$ cat src/rtl/mem_access_ctrl.sv
// Load/store sequencer between the CPU control unit and word-addressed data memory.
// Sub-word stores use read-modify-write; loads return the lane-shifted word plus the extend/cut controls.
module mem_access_ctrl #(
  parameter int TIMEOUT = 16
) (
  input  logic        i_clk,
  input  logic        i_rst_n,
  input  logic        i_start,
  input  logic [2:0]  i_op,
  input  logic [31:0] i_addr,
  input  logic [31:0] i_wdata,
  output logic        o_busy,
  output logic        o_done,
  output logic [31:0] o_rdata,
  output logic [2:0]  o_ec_cs,
  output logic        o_sign_ec,
  output logic        o_addr_err,
  output logic        o_bus_err,
  output logic [31:0] o_mem_addr,
  output logic        o_mem_rd,
  output logic        o_mem_wr,
  output logic [31:0] o_mem_wdata,
  input  logic [31:0] i_mem_rdata,
  input  logic        i_mem_ready
);

  localparam int CW = (TIMEOUT > 2) ? $clog2(TIMEOUT) : 1;

  localparam logic [2:0] OP_LW  = 3'b000;
  localparam logic [2:0] OP_LH  = 3'b001;
  localparam logic [2:0] OP_LHU = 3'b010;
  localparam logic [2:0] OP_LB  = 3'b011;
  localparam logic [2:0] OP_LBU = 3'b100;
  localparam logic [2:0] OP_SW  = 3'b101;
  localparam logic [2:0] OP_SH  = 3'b110;
  localparam logic [2:0] OP_SB  = 3'b111;

  typedef enum logic [1:0] {S_IDLE, S_RD, S_WR, S_DONE} state_t;

  state_t        r_state, w_next;
  logic [2:0]    r_op;
  logic [31:0]   r_addr;
  logic [15:0]   r_wdata;
  logic [31:0]   r_mem_wdata;
  logic [31:0]   r_rdata;
  logic [2:0]    r_ec_cs;
  logic          r_sign_ec;
  logic          r_addr_err;
  logic          r_bus_err;
  logic [CW-1:0] r_cnt;

  logic          w_misalign;
  logic          w_timeout;
  logic          w_is_store;
  logic [2:0]    w_ec_cs;
  logic          w_sign_ec;
  logic [31:0]   w_rdata_sh;
  logic [31:0]   w_merged;

  assign w_timeout  = (r_cnt == CW'(TIMEOUT - 1));
  assign w_is_store = (r_op == OP_SH) || (r_op == OP_SB);

  always_comb begin
    w_misalign = 1'b0;
    w_ec_cs    = 3'b000;
    w_sign_ec  = 1'b0;
    unique case (i_op)
      OP_LW:  w_misalign = |i_addr[1:0];
      OP_SW:  w_misalign = |i_addr[1:0];
      OP_LH:  begin w_misalign = i_addr[0]; w_ec_cs = 3'b001; w_sign_ec = 1'b1; end
      OP_LHU: begin w_misalign = i_addr[0]; w_ec_cs = 3'b001; end
      OP_SH:  w_misalign = i_addr[0];
      OP_LB:  begin w_ec_cs = 3'b010; w_sign_ec = 1'b1; end
      OP_LBU: w_ec_cs = 3'b010;
      default: ;
    endcase
  end

  // Load lane alignment and read-modify-write merge, both based on the latched address.
  always_comb begin
    w_rdata_sh = i_mem_rdata;
    w_merged   = i_mem_rdata;
    unique case (r_op)
      OP_LH, OP_LHU: w_rdata_sh = i_mem_rdata >> {r_addr[1], 4'b0000};
      OP_LB, OP_LBU: w_rdata_sh = i_mem_rdata >> {r_addr[1:0], 3'b000};
      OP_SH:         w_merged[{r_addr[1], 4'b0000} +: 16] = r_wdata;
      OP_SB:         w_merged[{r_addr[1:0], 3'b000} +: 8] = r_wdata[7:0];
      default: ;
    endcase
  end

  always_comb begin
    w_next = r_state;
    unique case (r_state)
      S_IDLE: begin
        if (i_start) begin
          if (w_misalign)        w_next = S_DONE;
          else if (i_op == OP_SW) w_next = S_WR;
          else                   w_next = S_RD;
        end
      end
      S_RD: begin
        if (i_mem_ready)    w_next = w_is_store ? S_WR : S_DONE;
        else if (w_timeout) w_next = S_DONE;
      end
      S_WR: begin
        if (i_mem_ready || w_timeout) w_next = S_DONE;
      end
      S_DONE:  w_next = S_IDLE;
      default: w_next = S_IDLE;
    endcase
  end

  always_ff @(posedge i_clk) begin
    if (!i_rst_n) begin
      r_state     <= S_IDLE;
      r_op        <= 3'b000;
      r_addr      <= 32'h0;
      r_wdata     <= 16'h0;
      r_mem_wdata <= 32'h0;
      r_rdata     <= 32'h0;
      r_ec_cs     <= 3'b000;
      r_sign_ec   <= 1'b0;
      r_addr_err  <= 1'b0;
      r_bus_err   <= 1'b0;
      r_cnt       <= '0;
    end else begin
      r_state <= w_next;
      unique case (r_state)
        S_IDLE: begin
          if (i_start) begin
            r_op       <= i_op;
            r_addr     <= i_addr;
            r_wdata    <= i_wdata[15:0];
            r_ec_cs    <= w_ec_cs;
            r_sign_ec  <= w_sign_ec;
            r_addr_err <= w_misalign;
            r_bus_err  <= 1'b0;
            r_cnt      <= '0;
            if (i_op == OP_SW) r_mem_wdata <= i_wdata;
          end
        end
        S_RD: begin
          if (i_mem_ready) begin
            r_cnt <= '0;
            if (w_is_store) r_mem_wdata <= w_merged;
            else            r_rdata     <= w_rdata_sh;
          end else if (w_timeout) begin
            r_bus_err <= 1'b1;
          end else begin
            r_cnt <= r_cnt + CW'(1);
          end
        end
        S_WR: begin
          if (!i_mem_ready) begin
            if (w_timeout) r_bus_err <= 1'b1;
            else           r_cnt     <= r_cnt + CW'(1);
          end
        end
        default: ;
      endcase
    end
  end

  assign o_busy      = (r_state != S_IDLE);
  assign o_done      = (r_state == S_DONE);
  assign o_mem_rd    = (r_state == S_RD);
  assign o_mem_wr    = (r_state == S_WR);
  assign o_mem_addr  = {r_addr[31:2], 2'b00};
  assign o_mem_wdata = r_mem_wdata;
  assign o_rdata     = r_rdata;
  assign o_ec_cs     = r_ec_cs;
  assign o_sign_ec   = r_sign_ec;
  assign o_addr_err  = r_addr_err;
  assign o_bus_err   = r_bus_err;

endmodule

$ cat config.mk
export PLATFORM = sky130hd
export DESIGN_NAME = mem_access_ctrl
export DESIGN_NICKNAME = d
export VERILOG_FILES = /design/src/rtl/mem_access_ctrl.sv
export SDC_FILE = /design/constraint.sdc
export NUM_CORES = 1
export LEC_CHECK = 0
export ABC_CLOCK_PERIOD_IN_PS = 5500
export CAP_MARGIN = 20
export CORE_MARGIN = 3
export CORE_UTILIZATION = 50
export DETAILED_ROUTE_END_ITERATION = 12
export PLACE_DENSITY = 0.84
export SLEW_MARGIN = 15
export SYNTH_ARGS = -nofsm -noshare
export SYNTH_HDL_FRONTEND = slang
export SYNTH_SLANG_ARGS = --single-unit
$ cat constraint.sdc
create_clock -name i_clk -period 5.5 [get_ports i_clk]
set_input_delay 0.825 -clock i_clk [delete_from_list [all_inputs] [get_ports i_clk]]
set_output_delay 0.825 -clock i_clk [all_outputs]
set_load 0.005 [all_outputs]
==> results of run 1 <==
==> critical path, cell delays in order <==
cell,delay [ns]
clkdlybuf4s50_1,0.54
nand4b_1,0.28
a22oi_2,0.93
buf_4,0.45
a21boi_0,0.23
a31oi_1,0.10
==> state kept, by name, indices dropped and copies added (netlist names) <==
signal and flops:
o_ec_cs 2, r_state 2, o_bus_err 1, r_wdata 16, o_rdata 32, r_op 3, o_addr_err 1, r_cnt 4
o_sign_ec 1, r_addr 32, o_mem_wdata 32
==> area by class of cell <==
type	count	area, um^2	area share, %
timing repair buffer	216	2150	22.6
clock buffer	17	425	4.46
tap	180	225	2.36
multi-input combinational	656	3930	41.2
inverter	19	71.3	0.748
sequential	126	2520	26.4
clock inverter	15	208	2.18
==> metal layers <==
metal | track usage (%) | vias up | part of all wire (%)
met5 | 0 | - | 0
met4 | 16.5 | 0 | 5.5
li1 | - | 3574 | -
met3 | 9.54 | 111 | 11
met1 | 36.6 | 3546 | 40
met2 | 43.3 | 462 | 44
==> placed cells by master, fill, tap and decap left out, types with 11 or more instances in the layout <==
cell | Yosys | layout
o311a_1 | 15 | 15
inv_1 | 19 | 18
nand2b_1 | 16 | 16
dfxtp_1 | 126 | 126
o2111ai_1 | 16 | 16
nor4bb_1 | 11 | 11
o21a_1 | 12 | 12
a31oi_1 | 29 | 29
clkbuf_16 | 0 | 17
and2_1 | 12 | 11
nor2_1 | 18 | 18
o21ai_0 | 81 | 81
nand2_1 | 154 | 153
clkdlybuf4s50_1 | 0 | 204
a21oi_1 | 101 | 101
nand3_1 | 15 | 15
a32o_1 | 13 | 13
==> stage by stage <==
| stage | std cells | hold WS, ns | setup WS [ns] | power [uW] |
|---|---|---|---|---|
| final | 1229 | 0.451 | 2.44 | 3930 |
| after CTS | 1228 | 0.455 | 2.50 | 3910 |
| after global routing | 1229 | 0.472 | 2.31 | 4140 |
| after floorplan | 919 | 0.437 | 3.27 | 2110 |
| after detailed placement | 1196 | 0.447 | 2.10 | 2690 |
| after global placement | 1195 | 0.439 | 2.14 | 2660 |
==> cells by family after synthesis <==
| group | synth area share, % |
|---|---|
| compound gates | 31.9 |
| simple gates | 20.8 |
| buf+inv | 10.1 |
| flops | 35.2 |
| fa+ha+maj | 1.75 |
| other cells | 0.0523 |
| xor+xnor | 0.122 |
| mux | 0.140 |
==> path summary, 6_finish.rpt <==
check / end
max: o_mem_wdata[9]
min: r_addr[31]
max reg2reg: o_mem_wdata[9]
min reg2reg: r_addr[31]
==> power groups by stage <==
| stage | registers (uW) | clock network (uW) | logic, uW |
|---|---|---|---|
| 2_1_floorplan | 1250 | 0 | 859 |
| 3_3_place_gp | 1270 | 0 | 1390 |
| 3_5_place_dp | 1270 | 0 | 1420 |
| 4_1_cts | 1260 | 1220 | 1430 |
| 5_1_grt | 1290 | 1270 | 1590 |
| 6_report | 1260 | 1210 | 1460 |
==> parameters.txt, run 1 <==
Parameter                              Value

Final layout
  Area Growth Syn to Fin    33.1%
  Number of nets at the end of the flow    1149
  Layout filler cell count    1126
  Final Core Density    68.5%
  Number of antenna diodes    0
  Total non-filler cell area in the finished layout    0.00954 mm^2
  Layout cell share with drive strength beyond 1    6.20%

Global routing
  Global-route wire length before repair    37.0 mm
  Sum of overflow across all layers after global routing    0
  Largest net degree at the start of global routing    72
  Initial antenna violation count    0
  Global routing usage summed across all routing layers    28.9%
  Number of global-route vias before repair    6968

Hold path
  Number of cells traversed by the worst hold path    2
  Min-delay worst type    register to register
  Start point of the worst hold path    r_addr[31]

Die
  Core Box Area    0.0139 mm^2
  Std cell rows    43
  Die height    126 um
  Horiz. Die Dim    126 um
  Number of I/O pins    209
  Overall die area    0.0158 mm^2
  Initial Util    51.4%

Power and ir drop
  Switching power total    1360 uW
  Leak pwr    0.00331 uW
  Internal power contribution    2570 uW
  Peak supply drop    0.436 mV
  Fraction of power consumed by combinational cells    37.0%
  Net switching fraction of the power    34.7%
  Power share of the sequential group    32.2%
  Clock share of power    30.8%
  Total power per unit cell area    412 mW/mm^2

Timing
  Count of pins over their slew limit    0
  Share of the clock period used by the worst path after layout    55.6%
  Final setup vio count    0
  RSZ-0062 raised after global routing    false
  Max-Slew Margin vs Limit    26.0%
  Actual transition at the worst max-transition pin    1.11 ns
  Highest clock frequency the design can meet    0.327 GHz
  Worst clock skew on the final layout    0.00610 ns
  Hold violation total from the final report    0
  Fin crit period    3.06 ns
  Final sum of negative setup slack    0 ns

Synth
  Most frequently used cell type in the post-synthesis netlist    nand2_1
  Library cell with the largest summed area after synthesis    dfxtp_1
  Unique cell type count in the Yosys netlist    68
  Largest cells by area after synthesis    dfxtp_1 (35%), nand2_1 (8.1%), a21oi_1 (7.1%)
  Ranking of synthesized cells by instance count    nand2_1 (154), dfxtp_1 (126), a21oi_1 (101)
  Sequential share of the synthesized area    35.2%
  Post-Synthesis Mean Instance Area    7.81 um^2
  Number of flip-flops and latches in the synthesized netlist    126
  Synthesized area    0.00717 mm^2
  Top FF cell, synth    dfxtp_1
  Proportion of register bits with asynchronous set or reset after synthesis    0%
  Portion of synthesized cell area occupied by the leading cell type    35.2%
  Instance count of the mapped netlist    917
  Yosys warning count    0
  Number of synthesized flops with an enable pin    0

Critical path
  Required arrival time at the worst endpoint    5.81 ns
  Kind of critical path    input port to register
  Maximum fanout along the worst path    34
  Origin of the critical flop-to-flop path    r_state[1]
  Worst Setup End Kind    register
  Startpoint type of the worst setup path    input port
  Depth of the worst register-to-register path    8
  Register-to-register path setup slack    2.51 ns
  Crit path from    i_op[1]
  CP arrival    3.37 ns

Detailed routing
  Wirelength, routed    23.8 mm
  Initial detailed-routing violation count    846
  Routed wirelength normalized by instance count    19.4 um
  Ratio of routed vias to standard cells    6.26
  Final routed DRC violation total    0
  First-pass DRT Iterations    6
  Vias    7693
  Antenna-violating nets left    0

Placement
  Post-placement cell area    0.00888 mm^2
  RePlAce Congestion    0.918
  Count of input and output buffers    205
  Half-perimeter wire length after detailed placement    16.0 mm

Clocking
  TritonCTS clock tree    yes
  Clk buf depth    2
  TritonCTS Buffers    17
  Clock input transition at the sequential cells of the worst setup and hold paths    0.06 ns
  CTS hold repair buffers    0
  Root buffer cell    clkbuf_16
  Clock latency at the later pin of the worst-skew pair    0.42 ns
  Number of gates resized after CTS    0
  Num Clock Sinks    126
  Post-CTS setup buffer count    0
  H-Tree Depth    4

Run
  Max_cap viols    0

Status
  Run status    completed
Note: power is estimated with default switching activity, not from simulation.
==> inputs of run 2 (changes only) <==
--- a/config.mk
+++ b/config.mk
@@ -5,12 +5,12 @@
 export SDC_FILE = /design/constraint.sdc
 export NUM_CORES = 1
 export LEC_CHECK = 0
-export ABC_CLOCK_PERIOD_IN_PS = 5500
+export ABC_CLOCK_PERIOD_IN_PS = 3030
 export CAP_MARGIN = 20
 export CORE_MARGIN = 3
-export CORE_UTILIZATION = 50
+export CORE_UTILIZATION = 48
 export DETAILED_ROUTE_END_ITERATION = 12
-export PLACE_DENSITY = 0.84
+export PLACE_DENSITY = 0.81
 export SLEW_MARGIN = 15
 export SYNTH_ARGS = -nofsm -noshare
 export SYNTH_HDL_FRONTEND = slang
==> constraint.sdc (replaced) <==
create_clock -name i_clk -period 3.03 [get_ports i_clk]
set_input_delay 0.4545 -clock i_clk [delete_from_list [all_inputs] [get_ports i_clk]]
set_output_delay 0.4545 -clock i_clk [all_outputs]
set_load 0.005 [all_outputs]
==> parameters.txt, run 2 (synthesis gave the netlist of run 1 again) <==
Parameter                              Value

Critical path
  Register-to-register path setup slack    0.69 ns (-1.82 ns)
  Endpoint of the worst register-to-register path    o_mem_wdata[27]
  Required arrival time at the worst endpoint    3.35 ns (-2.46 ns)
  CP arrival    2.66 ns (-0.71 ns)
  Maximum fanout along the worst path    29 (-15%)
  Kind of critical path    register to register
  Origin of the critical flop-to-flop path    r_op[0]
  Startpoint type of the worst setup path    register
  Worst Setup End Kind    register
  Depth of the worst register-to-register path    5 (-3)

Die
  Die height    128 um (+2.0%)
  Number of I/O pins    209 (unchanged)
  Core Box Area    0.0146 mm^2 (+4.7%)
  Initial Util    49.1% (-2.3 points)
  Std cell rows    44 (+2.3%)
  Overall die area    0.0164 mm^2 (+4.0%)
  Horiz. Die Dim    128 um (+2.0%)

Final layout
  Multi-input gate area    0.00393 mm^2 (unchanged)
  Number of cells in the finished layout apart from fillers    1244 (+1.2%)
  Most frequent standard cell in the layout excluding fill and tap cells    clkdlybuf4s50_1
  Number of antenna diodes    0 (unchanged)
  Layout filler cell count    1229 (+9.1%)
  Layout cell share with drive strength beyond 1    7.17% (+0.97 points)
  Register cell area after layout    0.00252 mm^2 (unchanged)
  Area Growth Syn to Fin    34.2%
  Commonest non-fill, non-tap cells in the layout    clkdlybuf4s50_1 (204), nand2_1 (153), dfxtp_1 (126)
  Number of nets at the end of the flow    1160 (+0.96%)

Hold path
  Min-delay worst type    input port to register
  Start point of the worst hold path    i_rst_n
  End point of the worst hold path    r_cnt[1]
  Number of cells traversed by the worst hold path    2 (unchanged)

Clocking
  Clk buf depth    2 (unchanged)
  Root buffer cell    clkbuf_16
  CTS hold repair buffers    0 (unchanged)
  Number of gates resized after CTS    0 (unchanged)
  TritonCTS Buffers    17 (unchanged)
  TritonCTS clock tree    yes
  Num Clock Sinks    126 (unchanged)
  Clock latency at the later pin of the worst-skew pair    0.42 ns (about the same)
  Post-CTS setup buffer count    0 (unchanged)
  Clock input transition at the sequential cells of the worst setup and hold paths    0.06 ns (about the same)
  H-Tree Depth    4 (unchanged)

Timing
  Max-Slew Margin vs Limit    36.8% (+11 points)
  Highest clock frequency the design can meet    0.427 GHz
  RSZ-0062 raised after global routing    false
  Hold violation total from the final report    0 (unchanged)
  Hold_ws    0.437 ns (-0.0140 ns)
  Count of pins over their slew limit    0 (unchanged)
  Final setup vio count    0 (unchanged)
  Fin crit period    2.34 ns
  Share of the clock period used by the worst path after layout    77.2%
  Final sum of negative setup slack    0 ns (unchanged)
  Worst clock skew on the final layout    0.00847 ns (+0.00237 ns)
  Actual transition at the worst max-transition pin    0.947 ns (-0.162 ns)

Detailed routing
  Final routed DRC violation total    0 (unchanged)
  Ratio of routed vias to standard cells    6.18 (-1.3%)
  Antenna-violating nets left    0 (unchanged)
  Wirelength, routed    24.1 mm (+1.1%)
  Initial detailed-routing violation count    710 (-16%)
  Routed wirelength normalized by instance count    19.3 um (-0.14%)
  First-pass DRT Iterations    5 (-1)
  Vias    7682 (-0.14%)

Global routing
  Global routing usage summed across all routing layers    28.7% (-0.23 points)
  Global-route wire length before repair    37.6 mm (+1.8%)
  Number of global-route vias before repair    7024 (+0.80%)
  Initial antenna violation count    0 (unchanged)
  Largest net degree at the start of global routing    64 (-11%)
  Sum of overflow across all layers after global routing    0 (unchanged)

Placement
  RePlAce Congestion    0.971 (+5.8%)
  Number of placed instances with taps included    1212 (+1.3%)
  Count of input and output buffers    205 (unchanged)
  Half-perimeter wire length after detailed placement    16.7 mm (+4.7%)

Run
  Max_cap viols    0 (unchanged)

Status
  Run status    completed

Power and ir drop
  Total power per unit cell area    737 mW/mm^2 (+79%)
  Overall power consumption    7080 uW (+80%)
  Peak supply drop    0.765 mV (+75%)
  Leak pwr    0.00337 uW (+1.6%)
## run 2: changes by cell type in the layout (fill, tap and decap cells not counted), sizes merged
cell           change
clkinvlp           -1
inv                -4
buf               +12
clkinv             +5
clkdlybuf4s15      -1
clkbuf             +1
bufinv             -1
## run 2: routing by layer
metal | vias to the layer above | routed length, um | global-route usage, %
met5 | - | 0 | 0
met1 | 3533 | 9510 | 36.9
met4 | 0 | 1170 | 13.9
li1 | 3597 | - | -
met3 | 86 | 2590 | 8.58
met2 | 466 | 10800 | 43.9
## run 2: metrics by stage
stage	instance area, um^2	utilization [%]	worst slack (ns)
after floorplan	7170	-	0.799
after global placement	9010	61.7	0.733
after detailed placement	9010	61.7	0.658
after CTS	9610	65.9	0.737
after global routing	9610	65.9	0.488
final	9610	65.9	0.691
## run 2: layout make-up
class                      instances  share of cell area [%]
tap                              184                    2.39
clock buffer                      18                    4.57
sequential                       126                    26.2
timing repair buffer             227                    23.4
clock inverter                    14                    1.74
inverter                          19                   0.742
multi-input combinational        656                    40.9
## run 2: where the power goes
| group | leakage (uW) | switching (uW) | internal [uW] |
|---|---|---|---|
| combinational | 0.00204 | 1410 | 1290 |
| sequential | 0.00103 | 272 | 2030 |
| clock | 0.000292 | 771 | 1310 |
| total | 0.00337 | 2450 | 4640 |
## run 2: worst max-delay path by stage
stage | start | endpoint | slack, ns | cells past startpoint
floorplan | r_addr[0] | o_mem_wdata[31] | 0.80 | 8
global placement | i_op[1] | o_mem_wdata[28] | 0.73 | 6
detailed placement | i_op[1] | o_mem_wdata[27] | 0.66 | 6
CTS | r_op[0] | o_mem_wdata[27] | 0.74 | 5
global route | r_op[0] | o_mem_wdata[27] | 0.49 | 5
finish | r_op[0] | o_mem_wdata[27] | 0.69 | 5
## run 2: worst max-delay path, cell delays in order (launching register included)
cell	delay (ns)
dfxtp_1	0.94
buf_4	0.33
mux2i_1	0.43
a221o_1	0.23
a21oi_1	0.05
o32ai_1	0.25
